===== src/rtl/mdio_master_pkg.sv =====
// Shared state encoding, frame field codes and bit counts for the MDIO master.
package mdio_master_pkg;

  typedef enum logic [2:0] {IDLE, PRE, HDR, TA, DATA, END} state_t;

  localparam logic [1:0] ST_C22 = 2'b01;
  localparam logic [1:0] ST_C45 = 2'b00;

  localparam logic [1:0] OP_C22_WR    = 2'b01;
  localparam logic [1:0] OP_C22_RD    = 2'b10;
  localparam logic [1:0] OP_C45_ADDR  = 2'b00;
  localparam logic [1:0] OP_C45_WR    = 2'b01;
  localparam logic [1:0] OP_C45_RDINC = 2'b10;
  localparam logic [1:0] OP_C45_RD    = 2'b11;

  localparam int HDR_BITS  = 14;
  localparam int DATA_BITS = 16;

  function automatic logic is_read(input logic c22, input logic [1:0] op);
    return c22 ? (op == OP_C22_RD) : ((op == OP_C45_RDINC) || (op == OP_C45_RD));
  endfunction

endpackage


===== src/rtl/mdio_mdc_gen.sv =====
// MDC generator: half-period counter, mdc register and rise/fall strobes
// (strobes flag the clock edge at which mdc will toggle).
module mdio_mdc_gen #(
  parameter int MDC_DIV = 80
) (
  input  logic clk_i,
  input  logic rstn_i,
  input  logic en_i,
  output logic mdc_o,
  output logic rise_o,
  output logic fall_o
);

  localparam int HALF = MDC_DIV / 2;
  localparam int CW   = $clog2(HALF);

  logic [CW-1:0] cnt_q;
  logic          mdc_q;
  logic          tc;

  assign tc     = en_i && (cnt_q == CW'(HALF - 1));
  assign rise_o = tc && !mdc_q;
  assign fall_o = tc && mdc_q;
  assign mdc_o  = mdc_q;

  always_ff @(posedge clk_i) begin
    if (!rstn_i || !en_i) begin
      cnt_q <= '0;
      mdc_q <= 1'b0;
    end else if (tc) begin
      cnt_q <= '0;
      mdc_q <= ~mdc_q;
    end else begin
      cnt_q <= cnt_q + 1'b1;
    end
  end

endmodule


===== src/rtl/mdio_master.sv =====
// MDIO master: one Clause 22/45 management frame per accepted command.
// Optional preamble suppression input under MDIO_MASTER_PRE_SUPPRESS_EN.
module mdio_master
  import mdio_master_pkg::*;
#(
  parameter int MDC_DIV = 80,
  parameter int PRE_LEN = 32
) (
  input  logic        clk_200m,
  input  logic        rstn_200m,
  input  logic        cmd_valid,
  output logic        cmd_ready,
  input  logic        cmd_st,
  input  logic [1:0]  cmd_op,
  input  logic [4:0]  cmd_phyad,
  input  logic [4:0]  cmd_regad,
  input  logic [15:0] cmd_wdata,
  input  logic        opendrain_mode,
  output logic        rsp_valid,
  output logic [15:0] rsp_rdata,
  output logic        rsp_ta_err,
  output logic        mdc,
  output logic        mdio_out,
  output logic        mdio_oen,
`ifdef MDIO_MASTER_PRE_SUPPRESS_EN
  input  logic        cmd_pre_sup,
`endif
  input  logic        mdio_in
);

  localparam int BCW = (PRE_LEN > 16) ? $clog2(PRE_LEN) : 4;
  localparam logic [1:0] REL = 2'b11;

  state_t                state_q;
  logic [BCW-1:0]        bcnt_q;
  logic [HDR_BITS-1:0]   hdr_q, hdr_w;
  logic [DATA_BITS-1:0]  wd_q, rx_q, rsp_rdata_q;
  logic                  rd_q, ta_q, sync1_q, sync2_q;
  logic                  mdio_out_q, mdio_oen_q, rsp_valid_q, rsp_ta_err_q;
  logic                  mdc_rise, mdc_fall, pre_sup;

`ifdef MDIO_MASTER_PRE_SUPPRESS_EN
  assign pre_sup = cmd_pre_sup;
`else
  assign pre_sup = 1'b0;
`endif

  assign hdr_w      = {cmd_st ? ST_C22 : ST_C45, cmd_op, cmd_phyad, cmd_regad};
  assign cmd_ready  = (state_q == IDLE);
  assign rsp_valid  = rsp_valid_q;
  assign rsp_rdata  = rsp_rdata_q;
  assign rsp_ta_err = rsp_ta_err_q;
  assign mdio_out   = mdio_out_q;
  assign mdio_oen   = mdio_oen_q;

  mdio_mdc_gen #(.MDC_DIV(MDC_DIV)) u_mdc (
    .clk_i  (clk_200m),
    .rstn_i (rstn_200m),
    .en_i   (state_q != IDLE),
    .mdc_o  (mdc),
    .rise_o (mdc_rise),
    .fall_o (mdc_fall)
  );

  // {out, oen}: open-drain releases the line for '1' bits
  function automatic logic [1:0] drv(input logic b, input logic od);
    return {b, od ? b : 1'b0};
  endfunction

  always_ff @(posedge clk_200m) begin
    if (!rstn_200m) begin
      sync1_q <= 1'b1;
      sync2_q <= 1'b1;
    end else begin
      sync1_q <= mdio_in;
      sync2_q <= sync1_q;
    end
  end

  always_ff @(posedge clk_200m) begin
    if (!rstn_200m) begin
      state_q                  <= IDLE;
      bcnt_q                   <= '0;
      hdr_q                    <= '0;
      wd_q                     <= '0;
      rx_q                     <= '0;
      rd_q                     <= 1'b0;
      ta_q                     <= 1'b0;
      {mdio_out_q, mdio_oen_q} <= REL;
      rsp_valid_q              <= 1'b0;
      rsp_rdata_q              <= '0;
      rsp_ta_err_q             <= 1'b0;
    end else begin
      rsp_valid_q <= 1'b0;
      if (mdc_rise) begin
        if (state_q == TA && bcnt_q == BCW'(1)) ta_q <= sync2_q;
        if (state_q == DATA) rx_q <= {rx_q[DATA_BITS-2:0], sync2_q};
      end
      case (state_q)
        IDLE: if (cmd_valid) begin
          rd_q   <= is_read(cmd_st, cmd_op);
          wd_q   <= cmd_wdata;
          bcnt_q <= '0;
          if (pre_sup) begin
            state_q                  <= HDR;
            {mdio_out_q, mdio_oen_q} <= drv(hdr_w[HDR_BITS-1], opendrain_mode);
            hdr_q                    <= hdr_w << 1;
          end else begin
            state_q                  <= PRE;
            {mdio_out_q, mdio_oen_q} <= drv(1'b1, opendrain_mode);
            hdr_q                    <= hdr_w;
          end
        end
        PRE: if (mdc_fall) begin
          if (bcnt_q == BCW'(PRE_LEN - 1)) begin
            state_q                  <= HDR;
            bcnt_q                   <= '0;
            {mdio_out_q, mdio_oen_q} <= drv(hdr_q[HDR_BITS-1], opendrain_mode);
            hdr_q                    <= hdr_q << 1;
          end else begin
            bcnt_q                   <= bcnt_q + 1'b1;
            {mdio_out_q, mdio_oen_q} <= drv(1'b1, opendrain_mode);
          end
        end
        HDR: if (mdc_fall) begin
          if (bcnt_q == BCW'(HDR_BITS - 1)) begin
            state_q                  <= TA;
            bcnt_q                   <= '0;
            {mdio_out_q, mdio_oen_q} <= rd_q ? REL : drv(1'b1, opendrain_mode);
          end else begin
            bcnt_q                   <= bcnt_q + 1'b1;
            {mdio_out_q, mdio_oen_q} <= drv(hdr_q[HDR_BITS-1], opendrain_mode);
            hdr_q                    <= hdr_q << 1;
          end
        end
        TA: if (mdc_fall) begin
          if (bcnt_q == '0) begin
            bcnt_q                   <= BCW'(1);
            {mdio_out_q, mdio_oen_q} <= rd_q ? REL : drv(1'b0, opendrain_mode);
          end else begin
            state_q                  <= DATA;
            bcnt_q                   <= '0;
            {mdio_out_q, mdio_oen_q} <= rd_q ? REL : drv(wd_q[DATA_BITS-1], opendrain_mode);
            wd_q                     <= wd_q << 1;
          end
        end
        DATA: if (mdc_fall) begin
          if (bcnt_q == BCW'(DATA_BITS - 1)) begin
            state_q                  <= END;
            {mdio_out_q, mdio_oen_q} <= REL;
          end else begin
            bcnt_q                   <= bcnt_q + 1'b1;
            {mdio_out_q, mdio_oen_q} <= rd_q ? REL : drv(wd_q[DATA_BITS-1], opendrain_mode);
            wd_q                     <= wd_q << 1;
          end
        end
        END: if (mdc_fall) begin
          state_q      <= IDLE;
          rsp_valid_q  <= 1'b1;
          rsp_rdata_q  <= rd_q ? rx_q : '0;
          rsp_ta_err_q <= rd_q & ta_q;
        end
        default: state_q <= IDLE;
      endcase
    end
  end

endmodule

===== config.mk =====
export PLATFORM = sky130hd
export DESIGN_NAME = mdio_master
export DESIGN_NICKNAME = d
export VERILOG_FILES = /design/src/rtl/mdio_master_pkg.sv /design/src/rtl/mdio_mdc_gen.sv /design/src/rtl/mdio_master.sv
export SDC_FILE = /design/constraint.sdc
export NUM_CORES = 1
export LEC_CHECK = 0
export CORE_UTILIZATION = 58
export DETAILED_ROUTE_END_ITERATION = 6
export PLACE_DENSITY = 0.86
export SETUP_SLACK_MARGIN = 0.5
export SYNTH_ARGS = -nofsm -noshare
export SYNTH_HDL_FRONTEND = slang
export SYNTH_SLANG_ARGS = --single-unit

===== constraint.sdc =====
create_clock -name clk_200m -period 4.6 [get_ports clk_200m]
set_clock_uncertainty 0.2 [all_clocks]
set_input_delay 0.69 -clock clk_200m [delete_from_list [all_inputs] [get_ports clk_200m]]
set_output_delay 0.69 -clock clk_200m [all_outputs]
set_load 0.02 [all_outputs]

**After elaboration in Yosys (flattened, before gate mapping)**

Cells that the tools add are included.

- Bits in registers: 85
- Output and inout bits: 22
- Logic and storage cells: 133

- Add/sub/neg operators: 2
- Equal/unequal tests: 24
- Multiplexer cells: 63
- Bitwise gates (word level): 2
- Reductions and logical operators: 26

Operators by type and width:

| operator | number |
|---|---|
| 16-bit 2-to-1 mux | 6 |
| 14-bit 2-to-1 mux | 5 |
| 16-bit one-hot mux with 3 select lines | 1 |
| 14-bit one-hot mux with 3 select lines | 1 |
| 5-bit 2-to-1 mux | 8 |
| 3-bit 2-to-1 mux | 10 |
| 1-bit 2-to-1 mux | 26 |
| 5-bit one-hot mux with 5 select lines | 1 |
| 2-bit inequality test (second input constant) | 11 |
| 3-bit one-hot mux with 6 select lines | 1 |
| 6-bit AND reduction | 3 |
| 5-bit by 4-bit equality test with 1-bit output (second input constant) | 2 |
| 1-bit one-hot mux with 5 select lines | 2 |
| 10-bit AND reduction | 1 |
| 2-bit AND reduction | 5 |
| 3-bit nonzero test | 3 |
| 7-bit AND reduction | 1 |
| 6-bit by 1-bit adder with 6-bit output (second input constant) | 1 |
| 3-bit by 2-bit equality test with 1-bit output (second input constant) | 2 |
| 3-bit equality test (second input constant) | 2 |
| 6-bit equality test (second input constant) | 1 |
| 5-bit by 1-bit adder with 5-bit output (second input constant) | 1 |
| 5-bit by 1-bit equality test with 1-bit output (second input constant) | 1 |
| 5-bit equality test (second input constant) | 1 |
| other kinds (13) | 21 |

**Logic depth before layout (Yosys ltp)**

- Depth in word-level cells: 5
- Gate-level depth with buffers: 9

**Cells and area by module**

A second synthesis with hierarchy kept.

- Cells, all modules: 427
- Area total of the unflattened synthesis: 3804.9 um^2

Modules (own cells, without submodules):

| module | instances | cells an instance | area an instance (um^2) | seq. area each (um^2) |
|---|---|---|---|---|
| mdio_master | 1 | 393 | 3489.6 | 1561.5 |
| mdio_mdc_gen | 1 | 34 | 315.3 | 140.1 |

**Least setup slack after synthesis**

Ideal clock, no wire load.

- Path kind: reg2reg
- From: reg bcnt_q[0]
- To: reg bcnt_q[3]
- Setup time: 0.070 ns
- Data arrival time: 2.143 ns
- Data required time: 4.330 ns
- Setup slack: 2.186 ns
- Cell stages (with the launch flop): 9
- Period minus slack after synthesis: 2.414 ns
- Cell sequence: dfxtp_1 -> ha_1 -> and3_1 -> ha_1 -> or4b_1 -> o21ai_0 -> a21oi_1 -> or4b_1 -> a21oi_1

- Cells in the longest elaborated chain, start to end: 4
- Elaborated cells on any way between the ends: 13

RTL lines:

| item | line | text |
|---|---|---|
| start: declaration | mdio_master.sv:35 | `logic [BCW-1:0] bcnt_q;` |
| start signal: assignment | mdio_master.sv:121 | `bcnt_q <= bcnt_q + 1'b1;` |
| start signal: assignment | mdio_master.sv:131 | `bcnt_q <= bcnt_q + 1'b1;` |
| start signal: assignment | mdio_master.sv:152 | `bcnt_q <= bcnt_q + 1'b1;` |
| 5-bit by 1-bit adder with 5-bit output, or another cell as far along | mdio_master.sv:121, mdio_master.sv:131, mdio_master.sv:152 |  |
| 5-bit 2-to-1 mux (on tied branches) | mdio_master.sv:148, mdio_master.sv:115, mdio_master.sv:126 |  |
| 5-bit 2-to-1 mux (on tied branches) | mdio_master.sv:147, mdio_master.sv:114, mdio_master.sv:125 |  |
| 5-bit one-hot mux with 5 select lines | mdio_master.sv:99 | `case (state_q)` |

Parallel ways exist; a longest one is shown, timed or not. The select of a mux whose other input is x is not followed.
A chain may end at the register's enable or synchronous reset.

**Worst setup path in the final report**

- From: reg state_q[2]
- To: out cmd_ready

- Cells in the longest elaborated chain, start to end: 1

RTL lines:

| item | line | text |
|---|---|---|
| start: declaration | mdio_master.sv:34 | `state_t state_q;` |
| start signal: assignment | mdio_master.sv:82 | `state_q <= IDLE;` |
| start signal: assignment | mdio_master.sv:105 | `state_q <= HDR;` |
| start signal: assignment | mdio_master.sv:109 | `state_q <= PRE;` |
| 3-bit logical NOT | mdio_master.sv:49 | `assign cmd_ready = (state_q == IDLE);` |
| end: declaration | mdio_master.sv:12 | `output logic cmd_ready,` |

Every way passes these cells.

==> parameters.txt <==
Parameter                              Value

STA
  Timing-limited maximum frequency ... 313 MHz
  Number of hold violations in the final report ... 0
  Final Setup Violations ... 0
  Period minus WS final ... 3.19 ns
  Slew at the pin with the worst max-slew slack ... 1.21 ns
  Slew Viols, Final ... 0
  Setup repair after global routing missed its margin ... no
  Slew headroom ... 19.0%
  Final period util ... 69.4%
  Final setup TNS ... 0 ns

Yosys
  Number of cells produced by synthesis ... 413
  Area of the mapped netlist ... 3880 um2
  Fraction of registers with async set or reset after synthesis ... 0%
  Fraction of the yosys area taken by sequential cells ... 43.8%
  Number of warnings printed during yosys synthesis ... 0
  Share of the synthesized area in the top cell type ... 43.8%
  Synthesis-stage register bit count ... 85
  Post-Syn Nets ... 453
  Mean instance size in the synthesized netlist ... 9.40 um2
  Number of flops mapped to enable cells by yosys ... 0
  Synth unique cells ... 59
  Biggest area consumer among synthesized cells ... sky130_fd_sc_hd__dfxtp_1
  Cell types with the largest area share after synthesis ... sky130_fd_sc_hd__dfxtp_1 44%, sky130_fd_sc_hd__mux2i_1 8.8%, sky130_fd_sc_hd__nand2_1 4.7%
  Most used flip-flop cell after synthesis ... sky130_fd_sc_hd__dfxtp_1

Cells and area
  Final Instance Area ... 4570 um2
  Final Core Density ... 71.1%
  Antenna diodes ... 0
  Fin cells ... 533
  Area growth from synthesis to layout ... 17.7%
  Number of inserted filler cells in the final layout ... 497
  Total area of multi-input combinational cells ... 1980 um2
  Fraction of layout instances using a drive strength above 1 ... 7.02%
  Combined flip-flop and latch cell area ... 1700 um2
  Net total in the final layout ... 491

Power and ir drop
  Power per Cell Area ... 456 nW/um2
  Worst supply voltage drop on vdd ... 0.000291 V
  Leakage power ... 1.85 nW
  Post-layout total power ... 2.08 mW

Detailed routing
  Antenna-violating nets left ... 0
  Number of DRC violations after detailed-routing iteration 0 ... 216
  Total vias in the final route ... 3138
  Wire length per cell ... 14.6 um
  First-pass iteration count of the detailed router ... 7
  Via count normalized by instance count ... 5.89
  Total wire length after detailed routing ... 7770 um
  Final routed DRC violation total ... 10

Die
  Std-Cell Core Area ... 6420 um2
  Die H ... 83.8 um
  Die footprint ... 7030 um2
  Effective utilization at floorplan ... 60.5%
  Row Count ... 29
  Top Ports ... 56
  Die W ... 83.8 um

Global routing
  Largest net degree at the start of global routing ... 46
  Total track usage ... 22.7%
  Total gr overflow ... 0
  Via count of the first global-routing pass ... 2754
  Initial antenna violation count ... 0
  First-pass GRT wire length ... 12900 um

Critical path
  Number of cells traversed by the worst register-to-register path ... 8
  R2r startpoint ... bcnt_q[0]
  Bufs and invs on worst path ... 1
  Category of the worst setup path capture point ... output port
  Cell-by-cell trace of the critical path ... nor3_1 > clkdlybuf4s50_1
  Delay-heaviest family, CP ... buffers and inverters
  Crit-path max cell delay ... 0.74 ns
  Required time of the worst setup path ... 3.71 ns
  Classification of the worst setup path ... register to output port
  Slowest cell on crit path ... sky130_fd_sc_hd__clkdlybuf4s50_1
  Source of the critical timing path ... state_q[2]
  Max Fanout on Critical Path ... 24
  FF-to-FF End ... bcnt_q[3]
  CP Launch Type ... register
  Internal reg-to-reg setup slack ... 1.79 ns
  Critical path arrival ... 2.30 ns
  Crit. path cell count ... 2
  Timing endpoint of the critical path ... cmd_ready

Place
  Routability congestion estimate from global placement ... 0.914
  Post-detailed-placement half-perimeter wirelength ... 5350 um
  Count of buffers inserted at the top-level ports ... 55
  Total instance count after detailed placement ... 517
  Area after DPL ... 4370 um2

CTS
  Longest Clk Path Bufs ... 2
  Number of sinks handled by clock tree synthesis ... 85
  CTS hold repair buffers ... 0
  Depth of the CTS H-tree ... 3
  Cell at the root of the clock tree ... sky130_fd_sc_hd__clkbuf_8
  Clock latency on the worst-skew pair ... 0.37 ns
  # resized after CTS ... 0
  Post-CTS repair timing setup buffer count ... 0
  Inserted Clock Buffers ... 9
  CTS tree ... done
  Reg clk slew, reported paths ... 0.09 ns

Run status
  Run status ... complete, but fails checks
  Violations in the final reports ... design-rule violations

Min path
  Worst hold stages ... 1
  Type of the worst min-delay path ... register to register

Job
  Total of max-cap violations ... 0
## routing by layer
layer	track usage, %	vias to the layer above	part of all wire [%]	wire length [um]
met1	30.0	1481	48	3690
met3	5.24	15	3.9	306
li1	-	1565	-	-
met5	0	-	0	0
met4	7.68	0	1.9	144
met2	36.5	77	47	3630
## layout by cell type (no fill, tap or decap), drive strengths merged, types with 4 or more instances in the layout
| master | n |
|---|---|
| dfxtp | 85 |
| clkbuf | 9 |
| o211a | 12 |
| mux2i | 34 |
| nand3 | 19 |
| nand2 | 49 |
| a22o | 17 |
| nor3 | 7 |
| inv | 10 |
| nor2b | 4 |
| ha | 6 |
| nand2b | 5 |
| clkdlybuf4s50 | 55 |
| o21ai | 13 |
| a211oi | 16 |
| a21oi | 30 |
| nor2 | 31 |
## power breakdown
part | leakage, nW | switching (mW) | internal, mW
logic | 1.06 | 0.335 | 0.275
clock network | 0.0968 | 0.283 | 0.257
registers | 0.693 | 0.0886 | 0.844
## area by class of cell
cell class	count	area share, %
Timing Repair Buffer	56	12.2
Tap cell	77	2.11
Multi-Input combinational cell	292	43.4
Sequential cell	85	37.2
Inverter	7	0.575
Clock inverter	7	1.75
Clock buffer	9	2.71
## sequential cells by signal, indices dropped and copies added (netlist names)
signal,count
u_mdc.cnt_q,6
mdio_oen,1
mdio_out,1
rx_q,16
sync2_q,1
rsp_ta_err,1
u_mdc.mdc_o,1
sync1_q,1
wd_q,16
rd_q,1
ta_q,1
hdr_q,14
rsp_valid,1
state_q,3
bcnt_q,5
rsp_rdata,16
## worst min-delay path by stage
stage,start,endpoint
6_report,sync1_q,sync2_q
5_1_grt,sync1_q,sync2_q
4_1_cts,sync1_q,sync2_q
3_5_place_dp,sync1_q,sync2_q
3_3_place_gp,sync1_q,sync2_q
2_1_floorplan,sync1_q,sync2_q
## cells by family (layout without fill, tap and decap cells)
logic type,Yosys count,count (layout),share of synthesized area [%]
and+or+nand+nor,141,141,18.9
AOI/OAI and AO/OA,106,106,20.3
muxes,34,34,8.76
buffers and inverters,36,79,5.12
adders and majority gates,6,6,1.93
DFF,85,85,43.8
xor gates and xnor gates,5,5,1.13
## through the flow
step	hold WS (ns)	setup slack [ns]
after floorplan	0.186	2.19
after global routing	0.271	1.31
after global placement	0.212	1.29
after detailed placement	0.220	1.24
after CTS	0.259	1.45
final	0.251	1.41
## worst register-to-register path, cell delays in order (launching register included)
cell and delay, ns:
sky130_fd_sc_hd__dfxtp_1 0.35, sky130_fd_sc_hd__ha_1 0.24, sky130_fd_sc_hd__and3_1 0.21, sky130_fd_sc_hd__ha_1 0.21, sky130_fd_sc_hd__or4b_1 0.46, sky130_fd_sc_hd__o21ai_0 0.09
sky130_fd_sc_hd__a21oi_1 0.27, sky130_fd_sc_hd__or4b_1 0.57, sky130_fd_sc_hd__a21oi_1 0.14
## synthesized netlist by cell type (all sizes together), types with 6 or more instances
| cell type | number |
|---|---|
| clkbuf | 10 |
| o21ai | 13 |
| nand3 | 19 |
| dfxtp | 85 |
| nand2 | 49 |
| inv | 7 |
| a22o | 17 |
| nor2 | 31 |
| a211oi | 16 |
| mux2i | 34 |
| o211a | 12 |
| ha | 6 |
| nor3 | 7 |
| a21oi | 30 |
| buf | 19 |
No activity file was read; power rests on OpenSTA's default activity.
